File: src/rtl/ca_stream_pkg.sv
// Shared stream definitions for the adapted-pixel path: pixel width, default
// raster geometry and the beat layout shared with the display writer.
package ca_stream_pkg;

  localparam int RGB_W        = 24;
  localparam int H_ACTIVE_DEF = 640;
  localparam int V_ACTIVE_DEF = 480;

  typedef struct packed {
    logic [RGB_W-1:0] rgb;
    logic             sof;
    logic             eol;
    logic             eof;
  } pix_beat_t;

  // Marker-only view; keeps the framer usable when DATA_W differs from RGB_W.
  typedef struct packed {
    logic sof;
    logic eol;
    logic eof;
  } pix_mark_t;

  function automatic int cnt_w(input int n);
    return (n > 1) ? $clog2(n) : 1;
  endfunction

endpackage

File: src/rtl/sync_fifo.sv
// Generic first-word-fall-through FIFO; occupancy is kept as a separate
// counter so full/empty never depend on pointer comparisons.
module sync_fifo #(
  parameter int W     = 27,
  parameter int DEPTH = 16
) (
  input  logic                     clk,
  input  logic                     rst,
  input  logic                     wr_en,
  input  logic [W-1:0]             wr_data,
  input  logic                     rd_en,
  output logic [W-1:0]             rd_data,
  output logic                     full,
  output logic                     empty,
  output logic [$clog2(DEPTH):0]   level
);

  localparam int AW = $clog2(DEPTH);
  localparam int LW = AW + 1;
  localparam logic [LW-1:0] FULL_LVL = LW'(DEPTH);

  logic [W-1:0]  mem [DEPTH];
  logic [AW-1:0] wr_ptr;
  logic [AW-1:0] rd_ptr;
  logic [LW-1:0] count;
  logic          we;
  logic          re;

  assign full  = (count == FULL_LVL);
  assign empty = (count == '0);
  assign we    = wr_en && !full;
  assign re    = rd_en && !empty;
  assign level = count;

  assign rd_data = mem[rd_ptr];

  always_ff @(posedge clk) begin
    if (we) mem[wr_ptr] <= wr_data;
  end

  always_ff @(posedge clk) begin
    if (rst) begin
      wr_ptr <= '0;
      rd_ptr <= '0;
      count  <= '0;
    end else begin
      if (we) wr_ptr <= wr_ptr + 1'b1;
      if (re) rd_ptr <= rd_ptr + 1'b1;
      case ({we, re})
        2'b10:   count <= count + 1'b1;
        2'b01:   count <= count - 1'b1;
        default: count <= count;
      endcase
    end
  end

endmodule

File: src/rtl/adapted_pixel_framer.sv
// Buffers adapted pixels, tags them with raster markers at push time and
// counts frames as their last pixel leaves toward the display writer.
module adapted_pixel_framer
  import ca_stream_pkg::*;
#(
  parameter int DATA_W   = RGB_W,
  parameter int DEPTH    = 16,
  parameter int H_ACTIVE = H_ACTIVE_DEF,
  parameter int V_ACTIVE = V_ACTIVE_DEF
) (
  input  logic                   clk,
  input  logic                   rst,
  input  logic [DATA_W-1:0]      in_rgb_data,
  input  logic                   in_valid,
  output logic                   in_ready,
  input  logic                   frame_restart,
  output logic [DATA_W-1:0]      out_rgb_data,
  output logic                   out_sof,
  output logic                   out_eol,
  output logic                   out_eof,
  output logic                   out_valid,
  input  logic                   out_ready,
  output logic [$clog2(DEPTH):0] fill_level,
  output logic [15:0]            frame_count
);

  localparam int XW = cnt_w(H_ACTIVE);
  localparam int YW = cnt_w(V_ACTIVE);
  localparam int MW = $bits(pix_mark_t);
  localparam logic [XW-1:0] X_LAST = XW'(H_ACTIVE - 1);
  localparam logic [YW-1:0] Y_LAST = YW'(V_ACTIVE - 1);

  logic [XW-1:0]        x, x_cur;
  logic [YW-1:0]        y, y_cur;
  pix_mark_t            mark_in, mark_out;
  logic [DATA_W-1:0]    head_rgb;
  logic [DATA_W+MW-1:0] fifo_rd;
  logic                 fifo_full, fifo_empty;
  logic                 push, pop;

  // A restart in the same cycle as a push places that pixel at (0,0).
  assign x_cur = frame_restart ? '0 : x;
  assign y_cur = frame_restart ? '0 : y;

  assign mark_in.sof = (x_cur == '0) && (y_cur == '0);
  assign mark_in.eol = (x_cur == X_LAST);
  assign mark_in.eof = (x_cur == X_LAST) && (y_cur == Y_LAST);

  assign in_ready  = !fifo_full && !rst;
  assign out_valid = !fifo_empty && !rst;
  assign push      = in_valid && in_ready;
  assign pop       = out_valid && out_ready;

  sync_fifo #(
    .W     (DATA_W + MW),
    .DEPTH (DEPTH)
  ) u_fifo (
    .clk     (clk),
    .rst     (rst),
    .wr_en   (push),
    .wr_data ({in_rgb_data, mark_in}),
    .rd_en   (pop),
    .rd_data (fifo_rd),
    .full    (fifo_full),
    .empty   (fifo_empty),
    .level   (fill_level)
  );

  assign {head_rgb, mark_out} = fifo_rd;
  assign out_rgb_data = out_valid ? head_rgb : '0;
  assign out_sof      = out_valid && mark_out.sof;
  assign out_eol      = out_valid && mark_out.eol;
  assign out_eof      = out_valid && mark_out.eof;

  always_ff @(posedge clk) begin
    if (rst) begin
      x           <= '0;
      y           <= '0;
      frame_count <= '0;
    end else begin
      if (push) begin
        if (mark_in.eol) begin
          x <= '0;
          y <= mark_in.eof ? '0 : y_cur + 1'b1;
        end else begin
          x <= x_cur + 1'b1;
          y <= y_cur;
        end
      end else if (frame_restart) begin
        x <= '0;
        y <= '0;
      end
      if (pop && mark_out.eof) frame_count <= frame_count + 1'b1;
    end
  end

endmodule

File: config.mk
export PLATFORM = sky130hd
export DESIGN_NAME = adapted_pixel_framer
export DESIGN_NICKNAME = d
export VERILOG_FILES = /design/src/rtl/ca_stream_pkg.sv /design/src/rtl/sync_fifo.sv /design/src/rtl/adapted_pixel_framer.sv
export SDC_FILE = /design/constraint.sdc
export NUM_CORES = 1
export LEC_CHECK = 0
export CAP_MARGIN = 20
export CORE_ASPECT_RATIO = 1.75
export CORE_MARGIN = 1
export CORE_UTILIZATION = 55
export DETAILED_ROUTE_END_ITERATION = 10
export PLACE_DENSITY = 0.77
export SLEW_MARGIN = 30
export SYNTH_ARGS = -nofsm -noshare
export SYNTH_HDL_FRONTEND = slang
export SYNTH_SLANG_ARGS = --single-unit
File: constraint.sdc
create_clock -name clk -period 4.3 [get_ports clk]
set_input_delay 0.86 -clock clk [delete_from_list [all_inputs] [get_ports clk]]
set_output_delay 0.86 -clock clk [all_outputs]
set_load 0.02 [all_outputs]
==> summary.md <==
| Metric | Value |
|---|---|
| DIE HEIGHT | around 250 um |
| Hold path depth | 2 |
| Final instance area | between 20000 and 25000 um^2 |
| Sequential area share after synthesis | between 70% and 80% |
| Status | complete, no violations |
| Post-DP HPWL | roughly 24 mm |
| Synth cell types | 53 |
| Final hold slack | between 0.5 and 0.6 ns |
| Residual DRC | 0 |
| Gate Count Post-Synth | 984 |
| Clock Latency Late Sink | 0.55 ns |
| Vias/cell | between 6 and 7 |
| Layout Cells excl Fill | 1587 |
| Largest family of logic cells by synthesized area | multiplexers |
| Post-synthesis xor/xnor area fraction | 1.05% |
| Critical Path Most Common Cell | mux4_2 |
| Hold Startpoint | frame_count[9] |
| R2r setup slk | about 1.2 ns |
| Root buf cell | clkbuf_16 |
| CP bufs+invs | 2 |
| Reg-to-reg startpoint | u_fifo.level[2] |
| Sink Count | approximately 480 |
| Actual slew at the worst max-slew pin | between 0.9 and 1 ns |
| H-tree depth | 2 |
| Max-cap viol count | 0 |
| Period Utilization, post-route | a little under 100% |
| CTS clk-pin slew, worst paths | about 0.06 ns |
| Unrepaired setup endpoints after global routing | no |
| Wire per inst | 26.0 um |
| Mux share of post-synthesis cell area | 16.0% |
| Relative slew slack | approximately 34% |
| Vias in the first global route | between 10k and 15k |
| Most common cell after layout, fill and taps aside | edfxtp_1 |
| Fin nets | between 1k and 1.5k |
| EDFF count, synth | between 400 and 500 |
| Netlist Area Pre-Place | 19200 um^2 |
| DRT antenna net count | 0 |
| Post-synthesis async set-or-reset flop share | 0% |
| Met3 GRT Util | under 10% |
| Drt first pass iters | 4 |
| Synth Flop Type | edfxtp_1 |
| Syn avg cell area | roughly 20 um^2 |
| Hold-fix buffers, CTS | 0 |
| Tot Pwr | a little under 10 mW |
| Cells on worst reg2reg path | 10 |
| Largest net degree at the start of global routing | 49 |
| Grt peak-use layer | met2 |
| Final setup margin | around 0.14 ns |
| RR Endpoint | u_fifo.level[4] |
| Crit path capture type | primary output |
| Iter 0 DRT Violations | 788 |
| Worst min path class | reg -> reg |
| Most frequent cells in the layout | edfxtp_1, mux4_2, clkdlybuf4s50_1, dfxtp_1, clkbuf_16 |
| Gr usage total | approximately 24% |
| Post-Syn Nets | 1025 |
| Maximum vdd drop | between 200 and 300 uV |
| Met2 Track Usage GR | a little over two fifths |
| Clk_skew | 0.0208 ns |
| Initial antenna violation count | 1 |
| PortBufs | between 70 and 80 |
| Number of placement rows | 90 |
| Clock buffer count from CTS | between 40 and 50 |
| Critical-path maximum fanout | 16 |
| Crit-path slowest cell | dfxtp_4 |
| Area after DPL | 20900 um^2 |
| Total grt overflow | 0 |
| Synth Area in Simple Gates | 5.62% |
| Full die area | approximately 36000 um^2 |
| Worst stage delay on the critical path | 0.60 ns |
| Grt met1 use | slightly below 30% |
| Routability cong. | between 0.7 and 0.8 |
| P&R area growth vs syn | 16.1% |
| DP Worst Slack | around 0.46 ns |
| WP data arrival | between 3 and 4 ns |
| Worst path cell trace | buf_4 > mux4_2 > mux4_2 > nor2b_1 > clkdlybuf4s50_1 |
| Core Area | roughly 34000 um^2 |
| ANT cells | 0 |
| I/O Pins | 79 |
| Pwr per Cell Area | around 430 nW/um^2 |
| Placed cells | around 1.5k |
| Worst hold endpoint | frame_count[9] |
| Starting Density | roughly 56% |
| Final slew viol count | 0 |
| Fin. Hold Viols | 0 |
| Finish-stage setup viols | 0 |
| Minimum clock period | 4.16 ns |
| Worst setup SP type | flip-flop |
| Critical path class | reg -> out |
| Via count | ~9.9k |
| First-pass GRT wire length | around 62 mm |
| Post-synthesis compound-gate area fraction | between 1.5 and 2% |
| Synthesis-stage register bit count | 484 |
| CTS tree | yes |
| Max frequency | between 0.2 and 0.25 GHz |
| Utilization after layout | around two thirds |
| CP Data Required Time | between 3 and 4 ns |
| Synth warnings | 0 |
| Cell class contributing the biggest share of worst-path delay | multiplexers |
| Layout cell share with drive strength beyond 1 | 23.7% |
| Leak | roughly 6.9 nW |
| Post-synthesis adder-cell area fraction | 0.781% |
| Sum of negative setup slack | 0 ns |
| Die width | about 140 um |
| Post-cts sizing count | 0 |
| Clock Tree Buf Depth | 3 |
| Final wirelength | around 41 mm |
flip-flops by register name (all words and copies together), names as in the netlist, named ones only:
signal / flops
u_fifo.wr_ptr: 4
u_fifo.rd_ptr: 4
x: 10
u_fifo.level: 5
frame_count: 16
y: 9
u_fifo.mem: 432
report_power, final:
group	total, mW	internal (mW)	switching, mW	leakage [nW]
logic	0.719	0.349	0.370	1.85
registers	5.19	5.15	0.0351	4.34
clock network	3.79	2.17	1.62	0.664
total	9.69	7.67	2.02	6.86
logic make-up (layout without fill, tap and decap cells):
kind of cell / Yosys count / after routing
AO/OA/AOI/OAI: 55 / 55
XOR/XNOR: 23 / 23
adder cells (fa/ha/maj): 12 / 12
buffers and inverters: 68 / 211
flip-flops: 484 / 484
multiplexers: 141 / 141
AND/OR/NAND/NOR: 201 / 201
metal layers:
layer  routed length, um  vias to the layer above
met4                1490                        2
li1                    -                     4255
met2               22300                      409
met5                  17                        -
met3                2520                       94
met1               14900                     5144
cell usage after synthesis (2+ instances only):
cell,number,share of area [%]
a21oi_1,14,0.36
o22ai_1,3,0.098
o41ai_1,5,0.23
nand4b_1,2,0.091
inv_1,12,0.23
nor2_1,42,0.82
o311ai_0,5,0.23
and3_1,4,0.13
mux4_2,132,15
nand2b_1,10,0.33
clkinv_1,3,0.059
o21ai_0,4,0.10
clkbuf_1,14,0.27
or4_1,8,0.31
nand2_1,28,0.55
nand3b_1,2,0.078
o21ai_1,2,0.052
and4b_1,2,0.10
buf_1,6,0.12
buf_6,2,0.12
nand4_1,9,0.29
nor3_1,19,0.49
and4_1,2,0.091
and2_1,2,0.065
buf_2,26,0.68
xor2_1,10,0.46
nor4_1,12,0.39
nor2b_1,33,1.1
mux2_2,7,0.41
dfxtp_1,52,5.4
nand3_1,20,0.52
o21a_1,2,0.078
o31ai_1,10,0.39
a21o_1,3,0.12
xnor2_1,13,0.59
edfxtp_1,432,67
ha_1,12,0.78
buf_4,4,0.16
mux2i_1,2,0.10
timing repair:
item	CTS	global route
endpoints found under the setup margin	15	0
setup buffers	1	0
endpoints found under the hold margin	0	0
worst max path at each step:
stage,end,depth (start not counted)
5_1_grt,out_rgb_data[23],5
3_3_place_gp,out_sof,5
6_report,out_rgb_data[23],5
2_1_floorplan,u_fifo.mem[0][0],7
4_1_cts,out_sof,5
3_5_place_dp,out_sof,5
area by class of cell:
cell class                      instances  area, um^2
Sequential cell                       484       14000
Fill cell                            2304       12100
Multi-Input combinational cell        432        5000
Timing Repair Buffer                  123        1290
Clock buffer                           55        1170
Tap cell                              460         576
Clock inverter                         18         200
Inverter                               15        56.3
tightest hold or removal path: stages, from the launching register on:
cell     delay, ns
dfxtp_1       0.33
nand2_1       0.06
mux2i_1       0.06
Note: power is estimated with default switching activity, not from simulation.
